--- config.mk ---
export PLATFORM = sky130hd
export DESIGN_NAME = frac_expand
export DESIGN_NICKNAME = d
export VERILOG_FILES = /design/src/rtl/frac_expand.sv
export SDC_FILE = /design/constraint.sdc
export NUM_CORES = 1
export LEC_CHECK = 0
export BUFFER_PORTS_ARGS = -buffer_cell sky130_fd_sc_hd__buf_2
export CAP_MARGIN = 30
export CORE_ASPECT_RATIO = 1.2
export CORE_MARGIN = 1
export CORE_UTILIZATION = 45
export CTS_BUF_LIST = sky130_fd_sc_hd__clkbuf_8 sky130_fd_sc_hd__clkbuf_16
export DETAILED_ROUTE_END_ITERATION = 16
export GPL_ROUTABILITY_DRIVEN = 1
export SYNTH_ARGS = -nofsm -noshare
export SYNTH_HDL_FRONTEND = slang
export SYNTH_SLANG_ARGS = --single-unit
--- constraint.sdc ---
create_clock -name clk -period 4.3 [get_ports clk]
set_input_delay 0.86 -clock clk [delete_from_list [all_inputs] [get_ports clk]]
set_output_delay 0.86 -clock clk [all_outputs]
set_load 0.05 [all_outputs]
--- src/rtl/frac_expand.sv ---
// Checks a two-digit fraction is reduced, then steps its expansion by k every NUM clocks.
// Optional build macro FRAC_EXPAND_AUTO_RETURN_EN: return to SETUP on multiplier overflow.
module frac_expand #(
    parameter int NUM = 50_000_000
) (
    input  logic       clk,
    input  logic       rst_n,
    input  logic       select,
    input  logic       add,
    input  logic       next,
    input  logic [3:0] data_in,
    output logic [3:0] data_out
);

    localparam logic [1:0] SETUP  = 2'b00;
    localparam logic [1:0] CHECK  = 2'b01;
    localparam logic [1:0] EXPAND = 2'b10;

    localparam logic [31:0] TMAX = 32'(NUM - 1);

    logic [1:0]  state;
    logic [3:0]  data [0:1];
    logic [3:0]  k;
    logic [31:0] timer;
    logic        add_q, next_q;
    logic        add_red, next_red;

    logic [4:0]  sum;
    logic [3:0]  add_val;
    logic [3:0]  cur;
    logic [3:0]  prod;
    logic [3:0]  k_inc;
    logic [7:0]  p0, p1;
    logic        fits;
    logic        tick;
    logic        reduced;

    // Digits never exceed 9, so the primes 2,3,5,7 cover every common factor.
    function automatic logic coprime(input logic [3:0] a, input logic [3:0] b);
        if (a == 4'd0) return b == 4'd1;
        if (b == 4'd0) return a == 4'd1;
        return !((a % 4'd2 == 4'd0 && b % 4'd2 == 4'd0) ||
                 (a % 4'd3 == 4'd0 && b % 4'd3 == 4'd0) ||
                 (a % 4'd5 == 4'd0 && b % 4'd5 == 4'd0) ||
                 (a % 4'd7 == 4'd0 && b % 4'd7 == 4'd0));
    endfunction

    assign add_red  = add & ~add_q;
    assign next_red = next & ~next_q;

    always_comb begin
        cur = data[select];
        sum = {1'b0, cur} + {1'b0, data_in};
        if (sum >= 5'd20)
            add_val = 4'(sum - 5'd20);
        else if (sum >= 5'd10)
            add_val = 4'(sum - 5'd10);
        else
            add_val = sum[3:0];
        prod    = cur * k;
        k_inc   = k + 4'd1;
        p0      = {4'd0, data[0]} * {4'd0, k_inc};
        p1      = {4'd0, data[1]} * {4'd0, k_inc};
        fits    = (p0 <= 8'd9) && (p1 <= 8'd9);
        tick    = (timer == TMAX);
        reduced = coprime(data[0], data[1]);
    end

    always_ff @(posedge clk or negedge rst_n) begin
        if (!rst_n) begin
            state    <= SETUP;
            data[0]  <= 4'd0;
            data[1]  <= 4'd0;
            data_out <= 4'd0;
            k        <= 4'd1;
            timer    <= 32'd0;
            add_q    <= 1'b0;
            next_q   <= 1'b0;
        end else begin
            add_q  <= add;
            next_q <= next;
            case (state)
                SETUP: begin
                    if (add_red) begin
                        data[select] <= add_val;
                        data_out     <= add_val;
                    end else begin
                        data_out <= cur;
                    end
                    if (next_red)
                        state <= CHECK;
                end
                CHECK: begin
                    if (reduced) begin
                        k        <= 4'd1;
                        timer    <= 32'd0;
                        state    <= EXPAND;
                        data_out <= cur;
                    end else if (next_red) begin
                        state    <= SETUP;
                        data_out <= cur;
                    end else begin
                        data_out <= 4'hE;
                    end
                end
                EXPAND: begin
                    if (next_red) begin
                        state    <= SETUP;
                        k        <= 4'd1;
                        timer    <= 32'd0;
                        data_out <= cur;
                    end else begin
                        data_out <= prod;
                        if (tick) begin
                            timer <= 32'd0;
                            if (fits) begin
                                k <= k_inc;
                            end else begin
`ifdef FRAC_EXPAND_AUTO_RETURN_EN
                                state    <= SETUP;
                                k        <= 4'd1;
                                data_out <= cur;
`endif
                            end
                        end else begin
                            timer <= timer + 32'd1;
                        end
                    end
                end
                default: begin
                    state    <= SETUP;
                    k        <= 4'd1;
                    timer    <= 32'd0;
                    data_out <= cur;
                end
            endcase
        end
    end

endmodule
==> results of run 1 <==
cell usage in the layout, fill, tap and decap left out, types with 4 or more instances in the layout:
cell,instances
a211o_1,5
a211oi_1,6
a21o_1,8
a21oi_1,36
a22o_1,4
a2bb2oi_1,4
a31oi_1,9
and2_1,21
and3_1,11
buf_2,12
buf_4,31
clkbuf_16,5
dfrtp_1,49
fa_1,6
ha_1,58
inv_1,32
mux2i_1,9
nand2_1,89
nand2b_1,15
nand3_1,39
nand4_1,9
nor2_1,47
nor2b_1,4
nor3_1,14
nor4_1,5
nor4bb_1,9
o211a_1,5
o211ai_1,6
o21ai_0,43
o21ai_1,5
o21bai_1,4
o2bb2ai_1,4
o31ai_1,8
or3_1,8
xnor2_1,9
xor2_1,7
flip-flops by register name (all words and copies together), names as in the netlist:
register / flops
next_q: 1
k: 4
data_out: 4
state: 2
data: 8
timer: 32
add_q: 1
area by class of cell:
type	count	area, um2	share of cell area [%]
Clock buffer	5	125.1	2.040
Clock inverter	3	18.77	0.3061
Inverter	35	131.4	2.142
Multi-Input combinational cell	579	4058	66.17
Sequential cell	52	1305	21.28
Tap cell	161	201.4	3.285
Timing Repair Buffer	43	292.8	4.775
metal layers:
layer / GRT usage [%] / vias up / part of all wire, %
li1: - / 2585 / -
met5: 0 / - / 0
met3: 1.413 / 14 / 2.4
met2: 44.51 / 100 / 53
met4: 4.911 / 0 / 1.3
met1: 26.42 / 2574 / 43
what timing repair did:
action | 4_1_cts | 5_1_grt
pin swaps | 1 | 8
endpoints found under the setup margin | 4 | 33
cloned | 0 | 0
gates resized for setup | 1 | 18
setup buffers | 1 | 3
logic make-up (layout without fill, tap and decap cells):
group                    Yosys count  after routing  share of synthesized area (%)
AND/OR/NAND/NOR                  293            293                          26.60
multiplexers                      11             11                          2.084
AO/OA/AOI/OAI                    189            189                          23.17
adder cells (fa/ha/maj)           68             68                          16.45
XOR/XNOR                          18             18                          2.823
flip-flops                        52             52                          23.33
buffers and inverters             70             86                          5.557
metrics by stage:
step	TNS, ns	utilization [%]	hold slack [ns]	setup WS, ns
global placement	-0.1656	48.46	0.4526	-0.07854
floorplan	0	-	0.4426	0.1548
detailed placement	-0.3282	48.46	0.4597	-0.1227
CTS	0	49.77	0.4693	0.01109
finish	0	50.63	0.4659	0.1891
global route	-0.03839	50.63	0.4811	-0.03839
Yosys cell counts (4+ instances only):
| cell | count |
|---|---|
| and3_1 | 11 |
| a31oi_1 | 9 |
| nor2_1 | 47 |
| o31ai_1 | 8 |
| o211a_1 | 5 |
| o21bai_1 | 4 |
| dfrtp_1 | 51 |
| nor4bb_1 | 9 |
| a211oi_1 | 7 |
| or3_1 | 8 |
| mux2i_1 | 9 |
| o21ai_0 | 44 |
| a2bb2oi_1 | 4 |
| a21oi_1 | 36 |
| nor4_1 | 6 |
| buf_2 | 17 |
| nand3_1 | 40 |
| fa_1 | 9 |
| ha_1 | 59 |
| a211o_1 | 5 |
| xor2_1 | 9 |
| inv_1 | 32 |
| o211ai_1 | 6 |
| clkbuf_1 | 13 |
| and2_1 | 21 |
| nand2_1 | 91 |
| nand2b_1 | 17 |
| nand4_1 | 9 |
| nor2b_1 | 4 |
| a21o_1 | 8 |
| o2bb2ai_1 | 4 |
| a22o_1 | 4 |
| o21ai_1 | 5 |
| nor3_1 | 14 |
| xnor2_1 | 9 |
worst max-delay path, cell delays in order, from the launching register on:
cell       delay (ns)
dfstp_2          0.58
ha_4             0.17
xor2_4           0.23
nand2_2          0.09
fa_1             0.51
inv_1            0.05
fa_1             0.57
fa_2             0.46
o21ai_2          0.07
o2111ai_1        0.12
nor3_1           0.21
o2111ai_1        0.15
nor4_2           0.30
buf_4            0.18
o2bb2ai_2        0.07
a22o_1           0.23
power breakdown:
part           switching [W]  internal (W)
clock               0.000181      0.000215
sequential          0.000167      0.000577
combinational        0.00197       0.00137
worst paths after layout:
path                       startpoint  cells after the start   endpoint  slack, ns
min in group asynchronous       rst_n                      1   timer[2]       0.52
setup reg to reg                 k[0]                     15       k[1]       0.19
setup / recovery                 k[0]                     15       k[1]       0.19
max in group asynchronous       rst_n                      2       k[0]       2.94
hold reg to reg             timer[22]                      1  timer[22]       0.47
hold / removal              timer[22]                      1  timer[22]       0.47
==> impl_metrics.yaml, run 1 <==
outcome:
  status: "finished clean"
logic_synthesis:
  syn-cell-area_um2: 5584
  synth_enable_flop_cells: 0
  yosysSeqAreaShare_pct: 23.33
  syn_area_per_cell_um2: 7.966
  synth_top_area_share_pct: 22.85
  ys_ff_latch: 52
  synth_ff_type: "dfrtp_1"
  syn_nets: 778
  yosysWarnings: 0
  ys_async_sr_fraction_pct: 100.0
  synth_area_leaders: "dfrtp_1, ha_1, nand2_1, o21ai_0, nand3_1"
  yosys.area.top_type: "dfrtp_1"
  synthCells: 701
  ys_types: 77
route:
  drc: 0
  dr.pass1.iters: 5
  totalWireLength_um: 14530
  drt_iter0_markers: 410
  wire_per_inst_um: 16.54
  postRouteAntennaNets: 0
  route.vias.total: 5273
  avgViaCountPerCell: 6.006
floorplan:
  initial_core_util_pct: 46.11
  die_w_um: 103.7
  die_area_um2: 12860
  pin_count: 13
  num_rows: 44
  coreArea_um2: 12110
  fp.dieH_um: 124.0
pwr:
  leakagePower_nw: 2.807
  power_density_nw_per_um2: 731.4
  total_power_w: 0.004485
  peakVddDrop_mv: 0.2807
placement:
  dp.cells: 866
  io_buffers: 12
  gp_congestion: 0.8737
  placed_area_um2: 5869
  dp_hpwl_um: 10940
layout:
  area_growth_pct: 9.814
  nets: 793
  n_antenna_cell: 0
  num-fill-cells: 1142
  fin_area_um2: 6132
  finalNonFillerCells: 878
  drive_gt1_share_pct: 11.58
flow_run:
  max_cap_violations: 0
timing:
  worst_pin_slew_ns: 0.9007
  slew_violations: 0
  rsz0062_at_grt: "yes"
  timing.final.crit_share_pct: 95.60
  finalSetupViolCount: 0
  min_period_ns: 4.111
  fmax_mhz: 243.3
  fin_worst_skew_ns: 0.008263
  hold_violations: 0
  relSlewSlack_pct: 39.40
global_route:
  grt_pass1_wl_um: 23920
  grt_overflow: 0
  first_global_vias: 4894
  grt_usage_pct: 22.37
  antenna_found_initial: 0
  grt_max_degree: 33
clocking:
  root_buffer: "clkbuf_16"
  insertion_delay_ns: 0.29
  path_clk_slew_ns: 0.07
  numCtsBuffers: 5
  cts_tree: "yes"
  cts_buffer_depth: 2
  cts_max_level: 2
  postCtsHoldBufs: 0
  cts_sinks: 52
critical_path:
  crit_type: "flop to flop"
  cp.arrival_ns: 4.28
  worstPathRequired_ns: 4.47
  crit_fanout: 5
  start_kind: "flop"
  end_kind: "flop"
worst_hold_path:
  min_path_type: "flop to flop"
(Power assumes the default switching activity.)
==> inputs of run 2 (changes only) <==
--- a/config.mk
+++ b/config.mk
@@ -8,7 +8,7 @@
 export BUFFER_PORTS_ARGS = -buffer_cell sky130_fd_sc_hd__buf_2
 export CAP_MARGIN = 30
 export CORE_ASPECT_RATIO = 1.2
-export CORE_MARGIN = 1
+export CORE_MARGIN = 4
 export CORE_UTILIZATION = 45
 export CTS_BUF_LIST = sky130_fd_sc_hd__clkbuf_8 sky130_fd_sc_hd__clkbuf_16
 export DETAILED_ROUTE_END_ITERATION = 16
==> run 2 against run 1 <==
Compared with the run above:
- power shrank 1.3%
- die area is 11% higher
- count of clock-buffer cells in the layout unchanged
- flip-flop and latch count unchanged
==> impl_metrics.yaml, run 2 (synthesis gave the netlist of run 1 again) <==
clocking:
  insertion_delay_ns: 0.30
  numCtsBuffers: 5
  cts_sinks: 52
  cts_buffer_depth: 2
  root_buffer: "clkbuf_16"
  postCtsHoldBufs: 0
  cts_max_level: 2
  cts_tree: "yes"
  path_clk_slew_ns: 0.07
timing:
  worst_pin_slew_ns: 0.6909
  finalSetupViolCount: 0
  relSlewSlack_pct: 53.59
  timing.final.crit_share_pct: 95.21
  min_period_ns: 4.094
  rsz0062_at_grt: "no"
  fin_worst_skew_ns: 0.009545
  slew_violations: 0
  hold_violations: 0
  fmax_mhz: 244.3
  final.setup.tns_ns: 0
  layout_setup_ws_ns: 0.2061
layout:
  largest_register_ffs: 32
  fin_area_um2: 6106
  layout_common_cells: "nand2_1, ha_1, dfrtp_1, nor2_1, o21ai_0"
  nets: 797
  final_common_cell: "nand2_1"
  num-fill-cells: 1190
  top_register: "timer"
  area_growth_pct: 9.344
  n_antenna_cell: 0
  drive_gt1_share_pct: 10.96
  largestRegisters: "timer x32, data x8"
  post-route-util_pct: 50.41
route:
  top_layer: "met5"
  wl_met2_um: 7496
  wl_met1_um: 5999
  drt_iter0_markers: 282
  route.vias.total: 5262
  avgViaCountPerCell: 5.966
  drc: 0
  dr.pass1.iters: 7
  wire_per_inst_um: 16.13
  totalWireLength_um: 14230
  wl_met3_um: 382
  postRouteAntennaNets: 0
floorplan:
  fp.dieH_um: 130.0
  initial_core_util_pct: 46.11
  die_w_um: 109.7
  num_rows: 44
  pin_count: 13
  coreArea_um2: 12110
  die_area_um2: 14260
critical_path:
  end_kind: "flop"
  worstPathRequired_ns: 4.49
  crit_type: "flop to flop"
  regToRegSetupSlack_ns: 0.21
  start_kind: "flop"
  crit_fanout: 3
  cp.arrival_ns: 4.28
global_route:
  first_global_vias: 5102
  grt_pass1_wl_um: 23830
  grt_max_degree: 37
  grt_overflow: 0
  grt_usage_pct: 20.63
  antenna_found_initial: 1
placement:
  dp_hpwl_um: 10850
  place_ws_ns: -0.1756
  placed_area_um2: 5907
  io_buffers: 12
  gp_congestion: 0.8510
pwr:
  total_power_w: 0.004425
  power_density_nw_per_um2: 724.8
  peakVddDrop_mv: 0.4014
  leakagePower_nw: 2.806
outcome:
  status: "finished clean"
worst_hold_path:
  min_path_type: "flop to flop"
flow_run:
  max_cap_violations: 0
## run 2: cell types whose count changed in the layout (fill, tap and decap cells not counted), sizes merged
cell  change
buf       +4
## run 2: where the power goes
group | switching (W) | internal (W)
Sequential | 0.000128 | 0.000576
Clock | 0.000192 | 0.000215
Combinational | 0.00195 | 0.00136
Total | 0.00227 | 0.00215
## run 2: cell type report
cell class	instances	area, um2	share of cell area [%]
Clock inverter	3	18.77	0.3074
Timing Repair Buffer	47	322.8	5.287
Multi-Input combinational cell	579	4004	65.57
Clock buffer	5	125.1	2.049
Inverter	35	131.4	2.152
Tap cell	161	201.4	3.299
Sequential cell	52	1303	21.33
## run 2: layer usage
metal / vias up / global-route usage (%)
met5: - / 0
met4: 2 / 6.823
met3: 22 / 2.326
met2: 86 / 38.88
met1: 2558 / 23.98
li1: 2594 / -
## run 2: path summary, 6_finish.rpt
check	from	endpoint	cells past startpoint
max	k[0]	k[1]	15
min reg2reg	timer[22]	timer[22]	1
min in group asynchronous	rst_n	timer[6]	1
max reg2reg	k[0]	k[1]	15
min	timer[22]	timer[22]	1
max in group asynchronous	rst_n	k[0]	2
## run 2: timing repair
item	CTS	global route
gates cloned	0	0
endpoints found under the setup margin	4	4
pin swaps	2	1
buffers inserted	2	1
resized for setup	2	6
## run 2: per-stage QoR
| stage | hold slack, ns | cells |
|---|---|---|
| 2_1_floorplan | 0.4426 | 701 |
| 3_3_place_gp | 0.4610 | 871 |
| 3_5_place_dp | 0.4630 | 871 |
| 4_1_cts | 0.4738 | 881 |
| 5_1_grt | 0.4967 | 882 |
| 6_report | 0.4709 | 882 |
## run 2: critical path, cell delays in order, from the launching register on
cell and delay [ns]:
dfstp_2 0.55, ha_2 0.20, xor2_2 0.21, nand2_1 0.10, fa_1 0.50, inv_1 0.06, fa_1 0.52, fa_1 0.47
a21o_1 0.19, a21oi_1 0.17, xor2_1 0.17, o2111ai_1 0.14, nor4_2 0.21, buf_4 0.19, o2bb2ai_2 0.07, a22o_1 0.23
